--- config.mk ---
export PLATFORM = sky130hd
export DESIGN_NAME = touch_scan_sequencer
export DESIGN_NICKNAME = d
export VERILOG_FILES = /design/src/rtl/touch_pkg.sv /design/src/rtl/touch_axis_accum.sv /design/src/rtl/touch_scan_sequencer.sv
export SDC_FILE = /design/constraint.sdc
export NUM_CORES = 1
export LEC_CHECK = 0
export ABC_AREA = 1
export CAP_MARGIN = 10
export CORE_MARGIN = 3
export CORE_UTILIZATION = 52
export DETAILED_ROUTE_END_ITERATION = 16
export PLACE_DENSITY = 0.71
export SLEW_MARGIN = 15
export SYNTH_ARGS = -nofsm -noshare
export SYNTH_HDL_FRONTEND = slang
export SYNTH_SLANG_ARGS = --single-unit
--- constraint.sdc ---
create_clock -name clk -period 2.3 [get_ports clk]
set_input_delay 0.46 -clock clk [delete_from_list [all_inputs] [get_ports clk]]
set_output_delay 0.46 -clock clk [all_outputs]
set_load 0.02 [all_outputs]
--- src/rtl/touch_pkg.sv ---
// Shared definitions for the touchscreen scan sequencer: FSM encoding,
// panel pin indices and the per-phase plate drive patterns.
package touch_pkg;

  typedef enum logic [2:0] {
    ST_IDLE,
    ST_SETTLE_X,
    ST_CONV_X,
    ST_SETTLE_Y,
    ST_CONV_Y,
    ST_PUBLISH
  } state_t;

  localparam int PIN_XP = 0;
  localparam int PIN_XN = 1;
  localparam int PIN_YP = 2;
  localparam int PIN_YN = 3;

  // X phase drives xp high / xn low; Y phase drives yp high / yn low.
  localparam logic [3:0] X_OE  = (4'b0001 << PIN_XP) | (4'b0001 << PIN_XN);
  localparam logic [3:0] X_LVL = (4'b0001 << PIN_XP);
  localparam logic [3:0] Y_OE  = (4'b0001 << PIN_YP) | (4'b0001 << PIN_YN);
  localparam logic [3:0] Y_LVL = (4'b0001 << PIN_YP);

  typedef struct packed {
    logic [3:0] oe;
    logic [3:0] lvl;
    logic       chan;
  } drive_t;

  function automatic drive_t phase_drive(input state_t s);
    drive_t d;
    d = '0;
    case (s)
      ST_SETTLE_X, ST_CONV_X: begin
        d.oe   = X_OE;
        d.lvl  = X_LVL;
        d.chan = 1'b1;
      end
      ST_SETTLE_Y, ST_CONV_Y: begin
        d.oe   = Y_OE;
        d.lvl  = Y_LVL;
        d.chan = 1'b0;
      end
      default: d = '0;
    endcase
    return d;
  endfunction

endpackage

--- src/rtl/touch_axis_accum.sv ---
// Per-axis sample accumulator: sums 2^AVG_LOG2 conversions, flags the last
// one and presents the truncated average.
module touch_axis_accum #(
  parameter int ADC_W    = 10,
  parameter int AVG_LOG2 = 4
) (
  input  logic             clk,
  input  logic             reset,
  input  logic             clear,
  input  logic             sample_en,
  input  logic [ADC_W-1:0] sample_data,
  output logic             last_sample,
  output logic [ADC_W-1:0] average
);

  localparam int N_SAMPLES = 1 << AVG_LOG2;
  localparam int ACC_W     = ADC_W + AVG_LOG2;
  localparam int CNT_W     = AVG_LOG2 + 1;

  logic [ACC_W-1:0] acc;
  logic [CNT_W-1:0] count;

  assign last_sample = sample_en && (count == CNT_W'(N_SAMPLES - 1));
  assign average     = acc[ACC_W-1:AVG_LOG2];

  // NOTE: sequential state uses non-blocking assignments so every register
  // samples pre-edge values, independent of process evaluation order.
  always_ff @(posedge clk) begin
    if (reset || clear) begin
      acc   <= '0;
      count <= '0;
    end else if (sample_en) begin
      acc   <= acc + ACC_W'(sample_data);
      count <= count + CNT_W'(1);
    end
  end

endmodule

--- src/rtl/touch_scan_sequencer.sv ---
// 4-wire resistive touchscreen scan sequencer: X/Y plate drive, settle,
// averaged ADC acquisition and coordinate publish. Optional TOUCH_DETECT_EN
// suppresses publishing of frames below TOUCH_MIN and adds touch_present.
module touch_scan_sequencer
  import touch_pkg::*;
#(
  parameter int ADC_W          = 10,
  parameter int AVG_LOG2       = 4,
  parameter int SETTLE_CYCLES  = 1000,
  parameter int TIMEOUT_CYCLES = 4096
`ifdef TOUCH_DETECT_EN
  , parameter int TOUCH_MIN    = 32
`endif
) (
  input  logic             clk,
  input  logic             reset,
  input  logic             enable,
  output logic [3:0]       drv_oe,
  output logic [3:0]       drv_lvl,
  output logic             adc_req,
  output logic             adc_chan,
  input  logic             adc_valid,
  input  logic [ADC_W-1:0] adc_data,
  output logic [ADC_W-1:0] x_coord,
  output logic [ADC_W-1:0] y_coord,
  output logic             coord_valid,
  output logic             adc_timeout
`ifdef TOUCH_DETECT_EN
  , output logic           touch_present
`endif
);

  localparam int CNT_MAX = (SETTLE_CYCLES > TIMEOUT_CYCLES) ? SETTLE_CYCLES : TIMEOUT_CYCLES;
  localparam int CNT_W   = $clog2(CNT_MAX + 1);

  state_t           state, state_next;
  drive_t           drv_next;
  logic [CNT_W-1:0] cycle_cnt;
  logic             sample_accept, settle_done, conv_expired;
  logic             timeout_hit, publish_ok, acc_clear;
  logic             x_last, y_last;
  logic [ADC_W-1:0] x_avg, y_avg;

  // Samples are taken only while a request is outstanding.
  assign sample_accept = adc_req && adc_valid;
  assign settle_done   = cycle_cnt == CNT_W'(SETTLE_CYCLES - 1);
  assign conv_expired  = (cycle_cnt == CNT_W'(TIMEOUT_CYCLES - 1)) && !sample_accept;
  assign acc_clear     = (state == ST_PUBLISH) || timeout_hit;

  touch_axis_accum #(.ADC_W(ADC_W), .AVG_LOG2(AVG_LOG2)) u_accum_x (
    .clk         (clk),
    .reset       (reset),
    .clear       (acc_clear),
    .sample_en   (sample_accept && (state == ST_CONV_X)),
    .sample_data (adc_data),
    .last_sample (x_last),
    .average     (x_avg)
  );

  touch_axis_accum #(.ADC_W(ADC_W), .AVG_LOG2(AVG_LOG2)) u_accum_y (
    .clk         (clk),
    .reset       (reset),
    .clear       (acc_clear),
    .sample_en   (sample_accept && (state == ST_CONV_Y)),
    .sample_data (adc_data),
    .last_sample (y_last),
    .average     (y_avg)
  );

`ifdef TOUCH_DETECT_EN
  logic touch_ok;
  assign touch_ok   = (x_avg >= ADC_W'(TOUCH_MIN)) && (y_avg >= ADC_W'(TOUCH_MIN));
  assign publish_ok = (state == ST_PUBLISH) && touch_ok;
`else
  assign publish_ok = (state == ST_PUBLISH);
`endif

  // NOTE: every combinational output gets a default first so no path
  // through the case statement can infer a latch.
  always_comb begin
    state_next  = state;
    timeout_hit = 1'b0;
    case (state)
      ST_IDLE:     if (enable) state_next = ST_SETTLE_X;
      ST_SETTLE_X: if (settle_done) state_next = ST_CONV_X;
      ST_CONV_X: begin
        if (x_last) begin
          state_next = ST_SETTLE_Y;
        end else if (conv_expired) begin
          timeout_hit = 1'b1;
          state_next  = ST_IDLE;
        end
      end
      ST_SETTLE_Y: if (settle_done) state_next = ST_CONV_Y;
      ST_CONV_Y: begin
        if (y_last) begin
          state_next = ST_PUBLISH;
        end else if (conv_expired) begin
          timeout_hit = 1'b1;
          state_next  = ST_IDLE;
        end
      end
      ST_PUBLISH:  state_next = enable ? ST_SETTLE_X : ST_IDLE;
      default:     state_next = ST_IDLE;
    endcase
  end

  assign drv_next = phase_drive(state_next);

  // One counter serves both settle and timeout; it restarts on every state
  // change and on every accepted sample.
  always_ff @(posedge clk) begin
    if (reset) begin
      cycle_cnt <= '0;
    end else if ((state_next != state) || sample_accept) begin
      cycle_cnt <= '0;
    end else if (state inside {ST_SETTLE_X, ST_CONV_X, ST_SETTLE_Y, ST_CONV_Y}) begin
      cycle_cnt <= cycle_cnt + CNT_W'(1);
    end else begin
      cycle_cnt <= '0;
    end
  end

  // Drive outputs are decoded from the next state so pins move on the same
  // edge as the state register.
  always_ff @(posedge clk) begin
    if (reset) begin
      state       <= ST_IDLE;
      drv_oe      <= '0;
      drv_lvl     <= '0;
      adc_chan    <= 1'b0;
      adc_req     <= 1'b0;
      adc_timeout <= 1'b0;
      coord_valid <= 1'b0;
      x_coord     <= '0;
      y_coord     <= '0;
    end else begin
      state       <= state_next;
      drv_oe      <= drv_next.oe;
      drv_lvl     <= drv_next.lvl;
      adc_chan    <= drv_next.chan;
      adc_req     <= (state_next == ST_CONV_X) || (state_next == ST_CONV_Y);
      adc_timeout <= timeout_hit;
      coord_valid <= publish_ok;
      if (publish_ok) begin
        x_coord <= x_avg;
        y_coord <= y_avg;
      end
    end
  end

`ifdef TOUCH_DETECT_EN
  always_ff @(posedge clk) begin
    if (reset) begin
      touch_present <= 1'b0;
    end else if (state == ST_PUBLISH) begin
      touch_present <= touch_ok;
    end
  end
`endif

endmodule

==> reports/metrics.cfg, run 1 <==
[global_routing]
gr-total-overflow = 0
antenna_found_initial = 0
grt_pass1_vias = 3460
grt_max_degree = 22
grt_usage_pct = 21.0
grt_pass1_wl_mm = 15.3

[synthesis]
yosysSeqAreaShare_pct = 37.6
yosys_warnings = 0
ys_types = 39
ys_seq_elements = 79
avgSynthCellArea_um2 = 7.59
synthCells = 555
synth_area_um2 = 4210

[place]
port_buffers = 43
placed_cell_area_um2 = 4720
place.gp.congestion = 0.883
dp_slack_ns = -0.234
dp_hpwl_mm = 6.65

[sta]
fin_skew_ns = 0.0122
fin_ws_ns = 0.118
finalSetupViolCount = 0
rsz0062_at_grt = no
final_max_slew_viol_count = 0
min_period_ns = 2.18
fmax_mhz = 458
finalHoldViolations = 0
post-route-period-util_pct = 94.9

[die]
fp-row-count = 32
die_x_um = 96.0
core_area_um2 = 7810
die_area_um2 = 9210
die_h_um = 96.0
start_util_pct = 53.9
ios = 46

[min_path]
hp-start = cycle_cnt[0]
hold_class = reg -> reg
min_to = cycle_cnt[0]
holdPathStages = 1

[clock_tree]
clock_sinks = 79
root_buffer = clkbuf_8
h-tree-depth = 3
cts_tree = done
insertion_delay_ns = 0.35
path_clk_slew_ns = 0.09
cts_max_path_buffers = 2
cts-buffers-inserted = 9

[pwr]
leakagePower_nw = 2.10
power_density_nw_per_um2 = 526
irDropWorstVdd_v = 0.000299
post-layout-total-power_mw = 2.60

[worst_setup_path]
crit_arrival_ns = 2.43
worst_setup_path_end_kind = flop
timing.rr.end = u_accum_x.acc[10]
crit_fanout = 4
worst_ep_required_time_ns = 2.54
path_class = in -> reg
r2r_cells = 13
r2r_setup_slack_ns = 0.39
worst_setup_path_start_kind = input pin
rr_startpoint = u_accum_x.acc[0]

[routing]
vias = 3694
dr.pass1.iters = 4
routed_via_density = 5.22
antenna_left = 0
wire_per_inst_um = 12.5
drt_iter0_drc = 152
drt-total-wl_mm = 8.84
drc = 0

[layout]
diodes = 0
layout_common_cells = 105 x nand2_1, 79 x dfxtp_1, 56 x inv_1
fin_nets = 642
final_common_cell = nand2_1
area_growth_pct = 17.2
fin_area_um2 = 4930
drive_gt1_share_pct = 11.6

[flow_run]
max_cap_viol_count = 0

[run_status]
outcome = finished, final reports clean

-- per-stage QoR --
stage / utilization [%] / hold slack, ns / TNS [ns] / instances
2_1_floorplan: - / 0.418 / 0 / 556
3_3_place_gp: 60.5 / 0.429 / -0.866 / 692
3_5_place_dp: 60.5 / 0.446 / -1.28 / 692
4_1_cts: 63.1 / 0.459 / 0 / 708
5_1_grt: 63.2 / 0.487 / 0 / 708
6_report: 63.2 / 0.457 / 0 / 708
-- sequential cells by signal, summed over array words and instances, names as in the netlist --
register,count
cycle_cnt,13
x_coord,10
adc_timeout,1
coord_valid,1
u_accum_x.acc,14
drv_oe,2
u_accum_x.count,5
u_accum_y.acc,14
state,3
y_coord,10
u_accum_y.count,5
adc_req,1
-- Yosys cell counts --
master    count  area (µm²)
a22oi_1       2        15.0
inv_2         5        18.8
nor3_2        1        10.0
nand2_2       6        37.5
a21oi_1      46         230
nor2_2       14        87.6
nand3_2       3        30.0
and3_1        2        12.5
nand4_1      10        62.6
nor2_1       46         173
a22o_1       14         123
o211ai_1      2        15.0
buf_4         8        60.1
fa_1          2        40.0
nor3b_1       1        7.51
dfxtp_1      79        1580
xnor2_1      12         105
a31oi_1       3        18.8
nand3_1      38         190
xor2_1        8        70.1
ha_1         25         313
a21o_1        4        30.0
conb_1        1        3.75
nor2_4        3        33.8
o21bai_1      1        7.51
nor3_1        4        20.0
or2_0         2        12.5
inv_1        56         210
buf_2         6        30.0
nand3_4       1        17.5
buf_6         1        11.3
clkbuf_1      4        15.0
buf_1         1        3.75
o21ai_1       6        30.0
o21ai_0      23         115
nand3b_1      1        7.51
nand2_1     106         398
or2_2         7        43.8
buf_12        1        20.0
-- logic make-up (layout without fill, tap and decap cells) --
| family | count (synthesis) | count (layout) | synth area share, % |
|---|---|---|---|
| other | 1 | 2 | 0.0891 |
| adder cells (fa/ha/maj) | 27 | 27 | 8.38 |
| XOR/XNOR | 20 | 20 | 4.16 |
| AO/OA/AOI/OAI | 101 | 101 | 13.9 |
| buffers and inverters | 82 | 132 | 8.77 |
| flip-flops | 79 | 79 | 37.6 |
| AND/OR/NAND/NOR | 245 | 245 | 27.2 |
-- routing by layer --
metal	track usage (%)	wire length [µm]	vias to the layer above
met5	0	0	-
met2	34.3	4140	82
met4	6.75	112	0
li1	-	-	1915
met1	27.5	4180	1688
met3	4.38	413	9
-- layout make-up --
| class | instances | area, µm² |
|---|---|---|
| fill | 705 | 2870 |
| multi-input combinational | 395 | 2270 |
| sequential | 79 | 1580 |
| timing repair buffer | 55 | 520 |
| inverter | 61 | 229 |
| tap | 102 | 128 |
| clock buffer | 9 | 124 |
| clock inverter | 7 | 80.1 |
-- where the power goes --
part           total, mW  internal, mW  leakage, nW  switching [mW]
clock               1.06         0.516        0.102           0.540
combinational      0.166        0.0683         1.36          0.0973
sequential          1.37          1.37        0.637         0.00351
-- how the worst max path moves through the flow --
| stage | slack, ns | cells past startpoint | to | start |
|---|---|---|---|---|
| 2_1_floorplan | 0.46 | 13 | u_accum_x.acc[12] | adc_data[0] |
| 3_3_place_gp | -0.19 | 14 | u_accum_y.acc[12] | adc_data[0] |
| 3_5_place_dp | -0.23 | 14 | u_accum_y.acc[10] | adc_data[0] |
| 4_1_cts | 0.13 | 14 | u_accum_x.acc[10] | adc_data[0] |
| 5_1_grt | 0.0003 | 14 | u_accum_x.acc[12] | adc_data[0] |
| 6_report | 0.12 | 14 | u_accum_x.acc[10] | adc_data[0] |
-- what timing repair did --
| action | in CTS | in global routing |
|---|---|---|
| hold buffers | 0 | 0 |
| setup buffers | 0 | 0 |
| gates resized for setup | 0 | 2 |
| endpoints found under the setup margin | 0 | 4 |
-- critical path: stages --
cell and delay, ns:
clkdlybuf4s50_1 0.48, ha_1 0.17, inv_1 0.06, fa_1 0.38, inv_1 0.09, nand3_1 0.08, nand3_2 0.09, nand2_1 0.07
nand3_1 0.11, nand2_1 0.07, nand2_1 0.11, nand2_1 0.07, o21ai_1 0.13, nor2_1 0.05
Note: power is estimated with default switching activity, not from simulation.
==> inputs of run 2 (changes only) <==
- SLEW_MARGIN: 15 -> default
- clock period: 2.3 -> 2.7 ns (I/O delays scaled with it)
==> run 2 against run 1 <==
  * Register-to-register slack better by 0.33 ns
  * Clock skew up 0.0031 ns
  * Die area unchanged
  * First-iteration DRC count down 6.6%
  * Design area down 0.89%
  * Sequential power down 15%
  * Non-clock buffer count fell by 6
  * Routed wire length rose by 2.1%
  * Sequential share of layout area up 0.29 points
  * Combinational power shrank 16%
  * Final cell count down 0.85%
  * Clock power down 11%
==> reports/metrics.cfg, run 2 (synthesis gave the netlist of run 1 again) <==
[clock_tree]
insertion_delay_ns = 0.35  ; about the same
cts_max_path_buffers = 2  ; unchanged
path_clk_slew_ns = 0.09  ; about the same
h-tree-depth = 3  ; unchanged
cts-buffers-inserted = 9  ; unchanged
cts_tree = done
holdBufCountCts = 0  ; unchanged
post-cts-setup-buffers = 0  ; unchanged
clock_sinks = 79  ; unchanged
root_buffer = clkbuf_8
ctsResizeCount = 0  ; unchanged

[layout]
drive_gt1_share_pct = 10.3  ; -1.2 points
nFillCells = 712  ; +0.99%
register_area_um2 = 1580  ; unchanged
diodes = 0  ; unchanged
layout_common_cells = 106 x nand2_1, 79 x dfxtp_1, 56 x inv_1
area_growth_pct = 16.1
final_common_cell = nand2_1
post-route-util_pct = 62.6  ; -0.56 points
top_regs = u_accum_x.acc x14, u_accum_y.acc x14, cycle_cnt x13
fin_cells = 702  ; -0.85%
multiInputGateArea_um2 = 2260  ; -0.33%
fin_nets = 636  ; -0.93%

[global_routing]
grt_usage_pct = 21.1  ; +0.15 points
gr-total-overflow = 0  ; unchanged
grt_pass1_vias = 3433  ; -0.78%
grt_pass1_wl_mm = 15.3  ; +0.18%
antenna_found_initial = 0  ; unchanged
grt_max_degree = 22  ; unchanged

[routing]
vias = 3718  ; +0.65%
wire_per_inst_um = 12.9  ; +3.0%
drt-total-wl_mm = 9.03  ; +2.1%
drc = 0  ; unchanged
routed_via_density = 5.30  ; +1.5%
dr.pass1.iters = 4  ; unchanged
drt_iter0_drc = 142  ; -6.6%
antenna_left = 0  ; unchanged

[sta]
min_period_ns = 2.34
finalHoldViolations = 0  ; unchanged
setup_tns_ns = 0  ; unchanged
finalSetupViolCount = 0  ; unchanged
post-route-period-util_pct = 86.5
fin_skew_ns = 0.0153  ; +0.00310 ns
rsz0062_at_grt = no
final_max_slew_viol_count = 0  ; unchanged
fmax_mhz = 428

[place]
dp_hpwl_mm = 6.70  ; +0.78%
port_buffers = 43  ; unchanged
place.gp.congestion = 0.898  ; +1.7%
dpl.cell_count = 686  ; -0.87%

[die]
die_h_um = 96.0  ; unchanged
ios = 46  ; unchanged
core_area_um2 = 7810  ; unchanged
die_area_um2 = 9210  ; unchanged
start_util_pct = 53.9  ; unchanged
fp-row-count = 32  ; unchanged
die_x_um = 96.0  ; unchanged

[run_status]
outcome = finished, final reports clean

[worst_setup_path]
crit_fanout = 4  ; unchanged
worst_setup_path_end_kind = flop
worst_setup_path_start_kind = input pin
path_class = in -> reg
crit_arrival_ns = 2.58  ; +0.15 ns
worst_ep_required_time_ns = 2.94  ; +0.40 ns

[pwr]
irDropWorstVdd_v = 0.000269  ; -9.9%
leakagePower_nw = 2.07  ; -1.6%
power_density_nw_per_um2 = 461  ; -13%

[flow_run]
max_cap_viol_count = 0  ; unchanged

[min_path]
hold_class = reg -> reg

run 2: cell type report:
| class | count | share of cell area [%] |
|---|---|---|
| inverter | 61 | 4.68 |
| tap | 102 | 2.61 |
| sequential | 79 | 32.3 |
| multi-input combinational | 395 | 46.3 |
| timing repair buffer | 49 | 9.72 |
| clock buffer | 10 | 2.81 |
| clock inverter | 6 | 1.54 |
run 2: path summary, 6_finish.rpt:
| path | from | endpoint | slack [ns] | cells after the start |
|---|---|---|---|---|
| max | adc_data[0] | u_accum_x.acc[10] | 0.36 | 14 |
| min | u_accum_x.count[4] | u_accum_x.count[4] | 0.47 | 2 |
| max reg2reg | u_accum_x.acc[0] | u_accum_x.acc[10] | 0.72 | 13 |
| min reg2reg | u_accum_x.count[4] | u_accum_x.count[4] | 0.47 | 2 |
run 2: per-layer routing:
metal	share of wire (%)	track usage, %	vias to the layer above
li1	-	-	1897
met5	0	0	-
met1	47	28.2	1730
met3	5.5	4.85	10
met2	46	34.4	81
met4	1.1	5.33	0
run 2: critical path: stages:
cell and delay, ns:
clkdlybuf4s50_1 0.49, ha_1 0.17, inv_1 0.05, fa_1 0.37, inv_1 0.10, nand3_1 0.08, nand3_1 0.11, nand2_1 0.08
nand3_1 0.12, nand2_1 0.07, nand2_1 0.13, nand2_1 0.07, o21ai_1 0.15, nor2_1 0.05
run 2: per-stage QoR:
step,area [µm²],power [mW],hold slack (ns),setup slack (ns)
final,4890,2.25,0.468,0.365
after global routing,4890,2.34,0.488,0.163
after CTS,4890,2.27,0.470,0.390
after detailed placement,4680,1.34,0.452,0.0164
after global placement,4680,1.33,0.428,0.117
after floorplan,4210,1.30,0.418,0.775
run 2: power by group:
group,switching [mW],total (mW),internal [mW]
clock,0.475,0.942,0.467
sequential,0.00297,1.17,1.17
combinational,0.0829,0.139,0.0558
total,0.561,2.25,1.69
==> inputs of run 3 (changes only) <==
- CAP_MARGIN: 10 -> 5
==> results of run 3 <==
Final layout, timing and power as in run 2 (identical DEF).
